## config.mk

```make
export PLATFORM = sky130hd
export DESIGN_NAME = cambio_dispenser
export DESIGN_NICKNAME = d
export VERILOG_FILES = /design/src/rtl/cambio_dispenser.sv
export SDC_FILE = /design/constraint.sdc
export NUM_CORES = 1
export LEC_CHECK = 0
export ABC_AREA = 1
export BUFFER_PORTS_ARGS = -buffer_cell sky130_fd_sc_hd__buf_2
export CORE_MARGIN = 2
export CORE_UTILIZATION = 44
export DETAILED_ROUTE_END_ITERATION = 8
export SETUP_SLACK_MARGIN = 0.4
export SLEW_MARGIN = 20
export SYNTH_ARGS = -nofsm -noshare
export SYNTH_HDL_FRONTEND = slang
export SYNTH_SLANG_ARGS = --single-unit
export TNS_END_PERCENT = 50
```

## constraint.sdc

```tcl
create_clock -name clk -period 2.32 [get_ports clk]
set_clock_uncertainty 0.15 [all_clocks]
set_input_delay 0.116 -clock clk [delete_from_list [all_inputs] [get_ports clk]]
set_output_delay 0.116 -clock clk [all_outputs]
set_load 0.05 [all_outputs]
```

## src/rtl/cambio_dispenser.sv

```systemverilog
// ---------------------------------------------------------------------------
// cambio_dispenser
//
// Purpose:
//   Dispenses a change amount (0..15 units) as a sequence of coin ejects,
//   using the largest coin that still fits (5, then 2, then 1). Each eject is
//   a fixed-length pulse on the matching sale output, followed by a wait for
//   the hopper to acknowledge that the coin has physically left. A missing
//   acknowledge parks the block in an error state until borrar is asserted.
//
// Parameters:
//   PULSE_LEN    cycles each sale output is held high (>= 1)
//   TIMEOUT      cycles to wait for hopper_listo after a pulse (>= 1)
//
// Ports:
//   clk          sole clock, rising edge
//   reset        asynchronous, active-low reset
//   cambio[3:0]  amount to dispense, captured on an accepted cargar
//   cargar       one-cycle load request, honoured only when idle
//   hopper_listo hopper acknowledge for the last ejected coin
//   borrar       leaves the error state
//   sale5/2/1    eject pulses for the 5-, 2- and 1-unit coins
//   ocupado      high whenever the block is not idle
//   hecho        one-cycle pulse once the whole amount has been dispensed
//   error        high while in the error state
//   faltante     amount still to be dispensed
//
// All outputs come straight from flops; nothing combinational reaches an
// output from an input.
// ---------------------------------------------------------------------------
module cambio_dispenser #(
    parameter int PULSE_LEN = 4,
    parameter int TIMEOUT   = 15
) (
    input  logic       clk,
    input  logic       reset,
    input  logic [3:0] cambio,
    input  logic       cargar,
    input  logic       hopper_listo,
    input  logic       borrar,
    output logic       sale5,
    output logic       sale2,
    output logic       sale1,
    output logic       ocupado,
    output logic       hecho,
    output logic       error,
    output logic [3:0] faltante
);

    // Counter is shared by the pulse phase and the acknowledge wait, so it is
    // sized for whichever of the two is longer.
    localparam int CNT_MAX = (PULSE_LEN > TIMEOUT) ? PULSE_LEN : TIMEOUT;
    localparam int CNT_W   = $clog2(CNT_MAX + 1);

    localparam logic [CNT_W-1:0] CNT_SAT      = CNT_W'(CNT_MAX);
    localparam logic [CNT_W-1:0] PULSE_LAST   = CNT_W'(PULSE_LEN - 1);
    localparam logic [CNT_W-1:0] TIMEOUT_LAST = CNT_W'(TIMEOUT - 1);
    localparam logic [CNT_W-1:0] CNT_ONE      = CNT_W'(1);

    localparam logic [2:0] ST_IDLE     = 3'd0;
    localparam logic [2:0] ST_SELECT   = 3'd1;
    localparam logic [2:0] ST_PULSE    = 3'd2;
    localparam logic [2:0] ST_WAIT_ACK = 3'd3;
    localparam logic [2:0] ST_DONE     = 3'd4;
    localparam logic [2:0] ST_ERROR    = 3'd5;

    localparam logic [1:0] COIN_1 = 2'd0;
    localparam logic [1:0] COIN_2 = 2'd1;
    localparam logic [1:0] COIN_5 = 2'd2;

    logic [2:0]       state, state_nxt;
    logic [3:0]       resto, resto_nxt;
    logic [1:0]       coin, coin_nxt;
    logic [CNT_W-1:0] cnt, cnt_nxt;
    logic [CNT_W-1:0] cnt_inc;

    // Face value of the currently selected coin.
    function automatic logic [3:0] coin_value(input logic [1:0] c);
        case (c)
            COIN_5:  coin_value = 4'd5;
            COIN_2:  coin_value = 4'd2;
            default: coin_value = 4'd1;
        endcase
    endfunction

    // Saturating increment: the counter parks at its maximum instead of
    // wrapping, so a stuck wait can never masquerade as a fresh count.
    assign cnt_inc = (cnt == CNT_SAT) ? cnt : cnt + CNT_ONE;

    // Next-state logic. The greedy coin choice is made once per coin in
    // SELECT and then held in 'coin' through PULSE and WAIT_ACK, so the
    // decrement always matches the coin that was actually ejected.
    always_comb begin
        state_nxt = state;
        resto_nxt = resto;
        coin_nxt  = coin;
        cnt_nxt   = cnt;

        case (state)
            ST_IDLE: begin
                if (cargar) begin
                    resto_nxt = cambio;
                    state_nxt = ST_SELECT;
                end
            end

            ST_SELECT: begin
                cnt_nxt = '0;
                if (resto == 4'd0) begin
                    state_nxt = ST_DONE;
                end else begin
                    if (resto >= 4'd5) begin
                        coin_nxt = COIN_5;
                    end else if (resto >= 4'd2) begin
                        coin_nxt = COIN_2;
                    end else begin
                        coin_nxt = COIN_1;
                    end
                    state_nxt = ST_PULSE;
                end
            end

            // hopper_listo is deliberately not looked at here: an early
            // acknowledge would refer to the previous coin.
            ST_PULSE: begin
                if (cnt == PULSE_LAST) begin
                    cnt_nxt   = '0;
                    state_nxt = ST_WAIT_ACK;
                end else begin
                    cnt_nxt = cnt_inc;
                end
            end

            // The acknowledge is tested before the timeout, so an
            // acknowledge in the very last wait cycle still wins.
            ST_WAIT_ACK: begin
                if (hopper_listo) begin
                    resto_nxt = resto - coin_value(coin);
                    cnt_nxt   = '0;
                    state_nxt = ST_SELECT;
                end else if (cnt == TIMEOUT_LAST) begin
                    cnt_nxt   = '0;
                    state_nxt = ST_ERROR;
                end else begin
                    cnt_nxt = cnt_inc;
                end
            end

            ST_DONE: begin
                state_nxt = ST_IDLE;
            end

            ST_ERROR: begin
                if (borrar) begin
                    resto_nxt = 4'd0;
                    cnt_nxt   = '0;
                    state_nxt = ST_IDLE;
                end
            end

            default: begin
                resto_nxt = 4'd0;
                cnt_nxt   = '0;
                state_nxt = ST_IDLE;
            end
        endcase
    end

    // State and output registers. Outputs are decoded from the next-state
    // values so they line up with the state they describe while still
    // being plain flops that reset clears immediately.
    always_ff @(posedge clk or negedge reset) begin
        if (!reset) begin
            state   <= ST_IDLE;
            resto   <= 4'd0;
            coin    <= COIN_1;
            cnt     <= '0;
            sale5   <= 1'b0;
            sale2   <= 1'b0;
            sale1   <= 1'b0;
            ocupado <= 1'b0;
            hecho   <= 1'b0;
            error   <= 1'b0;
        end else begin
            state   <= state_nxt;
            resto   <= resto_nxt;
            coin    <= coin_nxt;
            cnt     <= cnt_nxt;
            sale5   <= (state_nxt == ST_PULSE) && (coin_nxt == COIN_5);
            sale2   <= (state_nxt == ST_PULSE) && (coin_nxt == COIN_2);
            sale1   <= (state_nxt == ST_PULSE) && (coin_nxt == COIN_1);
            ocupado <= (state_nxt != ST_IDLE);
            hecho   <= (state_nxt == ST_DONE);
            error   <= (state_nxt == ST_ERROR);
        end
    end

    // resto is itself a register, so exposing it directly keeps faltante
    // registered and always equal to the remaining amount.
    assign faltante = resto;

endmodule
```

# Word level (Yosys, flattened, before mapping)
# Cells that the tools add are included.
# totals
ff_bits	19
in_bits	9
output_inout_bits	10
word_cells	68
# classes
add_sub_neg	2
n_lt_le_gt_ge	2
eq_ne	18
muxes	23
bitwise_logic	2
reduce_logical	11
# op_table
operator	n
$mux W4	9
$pmux W4 S4	2
$mux W3	6
$pmux W3 S5	1
$eq A3 B3 Y1 const B	4
$eq A3 B2 Y1 const B	3
$eq A4 B4 Y1 const B	2
$mux W2	3
$ne A2 B2 Y1 const B	3
$pmux W3 S2	1
$add A4 B1 Y4 const B	1
$eq A2 B1 Y1 const B	2
$eq A2 B2 Y1 const B	2
$eq A4 B2 Y1 const B	1
$ge A4 B2 Y1 const B	1
$ge A4 B3 Y1 const B	1
$logic_not A4 Y1	1
$reduce_and A4 Y1	1
$sub A4 B4 Y4	1
$eq A3 B1 Y1 const B	1
$logic_and A1 B1 Y1	3
$logic_not A3 Y1	1
$reduce_bool A3 Y1	1
$reduce_or A3 Y1	1
5 further kinds	6

# Depth between registers and ports, before layout
# Gate-level depths: netlist (run 1).
# logic_depth
word_depth	7
depth_mapped	11
mapped_depth_nobuf	11

# Worst setup path before layout (run 1)
# Ideal clock, no wire load.
# synth_timing
path_kind	flip-flop to flip-flop
from	reg resto[0] (netlist: faltante[0])
to	reg resto[1] (netlist: faltante[1])
setup_ps	128
t_arrival_ps	1611
required_ps	2042
path_slack_ps	431
stages_incl_launch_ff	9
n_path_buf	0
synth_period_minus_slack_ps	1889
path_cell_list	dfrtp_1 > inv_1 > ha_1 > inv_1 > fa_1 > nand2_1 > nand2_1 > nand2_1 > o21ai_0
# synth_between
elab_chain_len	3
# synth_lines
element	line_no	rtl
start: declaration	72	logic [3:0] resto, resto_nxt;
start signal: assignment	186	resto <= resto_nxt;
$sub A4 B4 Y4	138	resto_nxt = resto - coin_value(coin);
$mux W4	137	if (hopper_listo) begin
$pmux W4 S4	99	case (state)
# No other way between the ends. The select of a mux whose other input is x is not followed.
# A chain may end at the register's enable or synchronous reset.

# Worst setup path in the final report (run 1)
# layout_timing
from	reg coin[0]
to	reg resto[2] (netlist: faltante[2])
# layout_between
elab_chain_len	7
word_cells_on_any_way	8
classes_between	1 x add/sub; 2 x eq/ne; 5 x mux
# layout_lines
element	line_no	rtl
start: declaration	73	logic [1:0] coin, coin_nxt;
start signal: assignment	187	coin <= coin_nxt;
$eq A2 B1 Y1 / $eq A2 B2 Y1 (equally long branches)	79	case (c)
$pmux W3 S2 *	79	
$mux W4 *	137	
$mux W4 *	99	
$sub A4 B4 Y4 *	138	
$mux W4 *	137	
$pmux W4 S4 *	99	
# Mark *: on every way between the ends. The rest lies on a longest branch, timed or not. The select of a mux whose other input is x is not followed.

==> flow_summary_export.csv, run 1 <==
group,metric,value,unit
run_status,status,"complete, no violations",
floorplan,die_w,55.4,um
sta,post-route-period-util,0.785,
logic_synthesis,synth_area,1160,sq um
clock_tree,numClockSinks,19,
clock_tree,cts_tree,"yes",
clock_tree,h-tree-depth,1,
final_layout,fillerInstances,220,
power,p_total,1.90,mW
logic_synthesis,netlist_instances,157,
logic_synthesis,synthXorXnorAreaFrac,0.00754,
setup_path,crit_type,"flop to flop",
power,power_density,1370,nW/um^2
placed_design,gp_congestion,0.821,
logic_synthesis,async_flop_share,1.00,
clock_tree,cts_root_buffer,"clkbuf_4",
drt,first_pass_iters,4,
drt,via_per_inst,5.13,
setup_path,required,2410,ps
setup_path,crit_path_start_kind,"flop",
sta,worstMarginPinSlew,463,ps
clock_tree,clock_latency,300,ps
sta,setup_tns,0,ps
logic_synthesis,yosys_warnings,0,
placed_design,place_area,1280,sq um
floorplan,design.die.area,3070,sq um
global_route,grt_antenna_before_repair,0,
global_route,grt_pass1_vias,1075,
logic_synthesis,synth-simple-area-share,0.358,
sta,setup_violations,0,
logic_synthesis,synth-adder-area-share,0.0711,
logic_synthesis,avgSynthCellArea,7.40,sq um
logic_synthesis,synth_compound_area_frac,0.0754,
floorplan,top_level_ports,19,
logic_synthesis,synth_top_family_by_area,"simple AND/OR/NAND/NOR gates",
worst_hold_path,hold_class,"input port to flop",
drt,ant_nets,0,
final_layout,diodes,0,
logic_synthesis,synth_flop_cell,"dfrtp_1",
logic_synthesis,syn-num-nets,172,
drt,drt_iter0_drc,20,
final_layout,final_layout_size_suffix_gt1_frac,0.200,
sta,fmax,549,MHz
clock_tree,clkTransAtPathRegs,110,ps
placed_design,numPlacedInstances,204,
placed_design,dp_hpwl,1890,um
logic_synthesis,synth_edf_count,0,
logic_synthesis,synth_commonest_cells,"42 x nand2_1, 21 x inv_1, 21 x nand3_1, 19 x dfrtp_1, 15 x nor2_1",
sta,timing.final.ws_setup,499,ps
drt,drc_errors,0,
clock_tree,clk_path_buf_depth,2,
clock_tree,cts_made_buffers,3,
global_route,grt-ovfl-total,0,
sta,layout_min_cycle_time,1820,ps
setup_path,cp_max_fo,3,
logic_synthesis,synth.top_cell.area_share,0.409,
logic_synthesis,synth.largest_area_cell,"dfrtp_1",
placed_design,dp_slack,390,ps
job,maxCapViolCount,0,
final_layout,utilization,0.556,
drt,drt-total-wl,2520,um
logic_synthesis,muxShareOfSynthArea,0,
global_route,grt.total_usage,0.183,
floorplan,die_y,55.4,um
global_route,grt_first_pass_wirelength,4530,um
final_layout,stdcell_count,215,
logic_synthesis,synth_seq_area_share,0.409,
placed_design,place.port_buffers,18,
sta,rsz0062_at_grt,"no",
sta,relSlewSlack,0.691,
global_route,grt_max_degree,20,
logic_synthesis,netlist_top_cells_area,"dfrtp_1 41%, nand2_1 14%, nand3_1 9.1%",
sta,whs,9.33,ps
floorplan,rows,18,
logic_synthesis,yosysMostFrequentCell,"nand2_1",
floorplan,core,2500,sq um
final_layout,nets,201,
final_layout,syn_to_final_growth,19.6,%
sta,finalHoldViolations,0,
setup_path,end_kind,"flop",
setup_path,cp.arrival,1910,ps
final_layout,stdcell_area,1390,sq um
sta,final_max_slew_viol_count,0,
power,leakagePower,0.740,nW
drt,vias,1102,
power,irDropWorstVdd,0.770,mV
drt,routedWlPerCell,11.7,um
logic_synthesis,ys_ff_latch,19,
logic_synthesis,synth_cell_types,21,
floorplan,start_util,0.464,
-- layer usage --
layer	track usage	wire length [um]	vias up
met5	0	0	-
met4	0.0941	64	0
met3	0.0328	99	8
met2	0.310	1220	29
met1	0.222	1140	501
li1	-	-	564
-- what timing repair did --
| item | in CTS | in global routing |
|---|---|---|
| endpoints found under the hold margin | 21 | 0 |
| pin swaps | 0 | 2 |
| setup buffers | 1 | 3 |
| endpoints found under the setup margin | 1 | 2 |
| hold buffers | 3 | 0 |
| resized for setup | 1 | 8 |
-- power breakdown --
group	internal (mW)	total, mW	leakage, nW	switching (mW)
Clock	0.0642	0.170	0.0177	0.106
Combinational	0.395	1.17	0.473	0.779
Sequential	0.445	0.559	0.250	0.114
-- placed cells by master, fill, tap and decap left out, types with 5 or more instances in the layout --
| cell | Yosys | final |
|---|---|---|
| nor2_1 | 15 | 15 |
| dfrtp_1 | 19 | 19 |
| nand2_1 | 42 | 42 |
| buf_2 | 1 | 18 |
| inv_1 | 21 | 19 |
| o21ai_0 | 12 | 9 |
| nand3_1 | 21 | 21 |
| nand4_1 | 5 | 5 |
-- worst paths after layout --
| check | slack, ps | from | end | depth (start not counted) |
|---|---|---|---|---|
| hold reg to reg | 470 | faltante[2]$_DFFE_PN0P_ | faltante[2]$_DFFE_PN0P_ | 2 |
| setup reg to reg | 500 | coin[0]$_DFF_PN0_ | faltante[2]$_DFFE_PN0P_ | 8 |
| max in group asynchronous | 1560 | reset | hecho$_DFF_PN0_ | 2 |
| hold / removal | 9 | borrar | error$_DFF_PN0_ | 4 |
| min in group asynchronous | 130 | reset | faltante[3]$_DFFE_PN0P_ | 2 |
| setup / recovery | 500 | coin[0]$_DFF_PN0_ | faltante[2]$_DFFE_PN0P_ | 8 |
-- area by class of cell --
class | instances | area, sq um | share of cell area
multi-input combinational | 114 | 609 | 0.439
inverter | 23 | 88.8 | 0.0640
sequential | 19 | 475 | 0.342
clock inverter | 1 | 5.00 | 0.00360
timing repair buffer | 25 | 150 | 0.108
clock buffer | 3 | 22.5 | 0.0162
tap | 30 | 37.5 | 0.0270
-- state kept, by name, indices dropped and copies added (netlist names) --
signal	cells
cnt	4
coin	2
error	1
faltante	4
hecho	1
ocupado	1
sale1	1
sale2	1
sale5	1
state	3
-- cells by family (layout without fill, tap and decap cells) --
family          after synthesis  count (layout)
xor+xnor                      1               1
compound gates               17              17
flops                        19              19
fa+ha+maj                     6               6
buf+inv                      24              52
simple gates                 90              90
-- worst max-delay path, cell delays in order, from the launching register on --
cell	delay, ps
dfrtp_1	380
inv_2	50
or2_4	270
buf_4	140
fa_1	370
xnor2_1	130
o21ai_1	130
nand2_1	60
o21ai_1	80
Power figures use the tool's default switching activity.
==> run 2, diff against run 1 <==
ABC_AREA = 0   (was 1)
clock period = 1.9 ns   (was 2.32 ns; I/O delays follow)
==> run 2 against run 1 <==
Against the previous run:
- combinational power rose by 67%
- critical path depth did not move
- largest cell class unchanged
- die area fell by 3.6%
- final cell count fell by 13%
- area after synthesis fell by 3.9%
- fmax fell by 4.1%
- clock power rose by 31%
- hold slack improved by 46 ps
- via count fell by 8.3%
- highest routed layer unchanged
==> flow_summary_export.csv, run 2 <==
group,metric,value,unit
run_status,status,"complete, no violations",
clock_tree,cts_tree,"yes",
final_layout,mostFrequentLayoutCell,"buf_2",
power,swShare,0.478,
final_layout,syn_to_final_growth,49.6,%
setup_path,critical-path-slowest-cell,"dfrtp_1",
power,leakagePower,0.758,nW
logic_synthesis,ys_ff_latch,19,
placed_design,gp_congestion,0.847,
global_route,grt_pass1_vias,977,
power,clock_power_share,0.078,
logic_synthesis,yosys_warnings,0,
logic_synthesis,netlist_instances,116,
clock_tree,clkTransAtPathRegs,120,ps
setup_path,crit_buf_inv,1,
clock_tree,h-tree-depth,1,
logic_synthesis,synth_seq_area_share,0.426,
floorplan,die_w,54.4,um
logic_synthesis,synth.largest_area_cell,"dfrtp_1",
global_route,grt_max_degree,20,
global_route,grt_antenna_before_repair,0,
worst_hold_path,hold_class,"input port to flop",
placed_design,dp_hpwl,1800,um
power,seqPwrFrac,0.238,
drt,drt_iter0_drc,17,
placed_design,numPlacedInstances,167,
logic_synthesis,netlist_top_cells_area,"dfrtp_1 43%, ha_1 5.6%, a21oi_1 5.4%",
sta,finalHoldViolations,0,
final_layout,utilization,0.686,
clock_tree,cts_made_buffers,3,
logic_synthesis,avgSynthCellArea,9.62,sq um
sta,rsz0062_at_grt,"yes",
power,switchingPower,1.36,mW
setup_path,path_cells,"nand2b_4 -> ha_4 -> inv_2 -> fa_2 -> xor2_1 -> and3_1 -> a21oi_2 -> o31ai_2",
setup_path,end_kind,"flop",
floorplan,design.die.area,2960,sq um
floorplan,die_y,54.4,um
drt,first_pass_iters,4,
sta,timing.final.ws_setup,0.443,ps
logic_synthesis,synth_commonest_cells,"19 x dfrtp_1, 12 x a21oi_1, 9 x inv_1, 9 x nor2_1, 9 x o21ai_0",
final_layout,final_layout_size_suffix_gt1_frac,0.551,
power,p_total,2.85,mW
logic_synthesis,synth_cell_types,40,
final_layout,stdcell_count,188,
floorplan,start_util,0.459,
logic_synthesis,synth.top_cell.area_share,0.426,
final_layout,nets,174,
final_layout,diodes,0,
power,irDropWorstVdd,1.15,mV
sta,setup_violations,0,
drt,vias,1011,
placed_design,dp_slack,13.3,ps
logic_synthesis,synth_edf_count,0,
sta,fmax,526,MHz
sta,worstMarginPinSlew,459,ps
drt,ant_nets,0,
power,p_comb_frac,0.684,
power,power.internal,1.49,mW
global_route,grt-ovfl-total,0,
final_layout,layout_common_cells,"18 x buf_2, 15 x buf_4, 14 x dfrtp_1, 8 x nor2_1, 7 x inv_1",
setup_path,cp.arrival,1960,ps
clock_tree,clk_path_buf_depth,2,
drt,drc_errors,0,
logic_synthesis,syn-num-nets,131,
setup_path,crit_path_start_kind,"flop",
setup_path,crit_type,"flop to flop",
floorplan,core,2430,sq um
setup_path,critPathTopFamily,"adder cells",
setup_path,cp_max_fo,3,
sta,final_max_slew_viol_count,0,
job,maxCapViolCount,0,
setup_path,required,1960,ps
setup_path,critPathMaxStageDelay,440,ps
drt,via_per_inst,5.38,
clock_tree,numClockSinks,19,
drt,routedWlPerCell,14.8,um
sta,relSlewSlack,0.692,
global_route,grt_first_pass_wirelength,4200,um
logic_synthesis,async_flop_share,1.00,
sta,post-route-period-util,1.00,
floorplan,top_level_ports,19,
power,power_density,1710,nW/um^2
global_route,grt.total_usage,0.201,
logic_synthesis,yosysMostFrequentCell,"dfrtp_1",
floorplan,rows,18,
logic_synthesis,synth_flop_cell,"dfrtp_1",
clock_tree,clock_latency,300,ps
sta,whs,54.9,ps
sta,layout_min_cycle_time,1900,ps
placed_design,place.port_buffers,18,
clock_tree,cts_root_buffer,"clkbuf_4",
drt,drt-total-wl,2780,um
logic_synthesis,synth_area,1120,sq um
-- run 2: changes by cell type in the layout (fill, tap and decap cells not counted), sizes merged, moves of 3 or more --
cell    before  now
nand3       21    3
nand4        5    0
inv         23    9
nand2b       0    3
nor2        18    9
a21oi        3   12
nor4b        0    3
buf         22   37
nand2       43    3
o21ai       13    9
nor3         1    5
-- run 2: what timing repair did --
item,in CTS,in global routing
endpoints found under the hold margin,23,0
buffers inserted,11,1
hold buffers,5,0
endpoints found under the setup margin,18,17
resized for setup,20,22
pin swaps,7,11
-- run 2: power groups by stage --
stage	sequential (mW)	clock (mW)	combinational (mW)
after floorplan	0.913	0	0.855
after global placement	0.687	0	1.36
after detailed placement	0.694	0	1.38
after CTS	0.670	0.223	1.72
after global routing	0.699	0.241	2.13
final	0.677	0.222	1.95
-- run 2: path summary, 6_finish.rpt --
check	start	to	slack, ps	depth (start not counted)
max	coin[0]$_DFF_PN0_	faltante[2]$_DFFE_PN0P_	0.4	8
min	cargar	state[0]$_DFF_PN0_	50	3
max reg2reg	coin[0]$_DFF_PN0_	faltante[2]$_DFFE_PN0P_	0.4	8
min reg2reg	faltante[3]$_DFFE_PN0P_	hecho$_DFF_PN0_	440	2
max in group asynchronous	reset	faltante[1]$_DFFE_PN0P_	1160	2
min in group asynchronous	reset	sale5$_DFF_PN0_	90	2
-- run 2: layout make-up --
| class | instances | area, sq um |
|---|---|---|
| Clock inverter | 1 | 7.51 |
| Inverter | 9 | 33.8 |
| Multi-Input combinational cell | 84 | 773 |
| Tap cell | 30 | 37.5 |
| Clock buffer | 3 | 22.5 |
| Timing Repair Buffer | 42 | 310 |
| Sequential cell | 19 | 484 |
| Fill cell | 196 | 763 |
-- run 2: layer usage --
metal	wire, um	part of all wire	vias up	GRT usage
met1	1170	0.42	497	0.232
met4	19	0.0068	0	0.0667
li1	-	-	499	-
met5	0	0	-	0
met3	57	0.020	2	0.0301
met2	1530	0.55	13	0.373
-- run 2: kinds of logic (layout without fill, tap and decap cells) --
group	after synthesis	count (layout)	share of synthesized area
compound gates	34	34	0.183
buf+inv	13	55	0.0605
xor+xnor	1	1	0.00785
mux	2	2	0.0179
fa+ha+maj	6	6	0.0740
simple gates	41	41	0.231
flops	19	19	0.426
-- run 2: stage by stage --
| stage | TNS [ps] | area, sq um |
|---|---|---|
| detailed placement | 0 | 1320 |
| finish | 0 | 1670 |
| global route | -212 | 1670 |
| floorplan | 0 | 1170 |
| global placement | 0 | 1320 |
| CTS | 0 | 1580 |
-- run 2: worst min-delay path: cells and delay by family --
kind	cells	cell delay [ps]
buffers and inverters	1	90
AOI/OAI and AO/OA	2	260
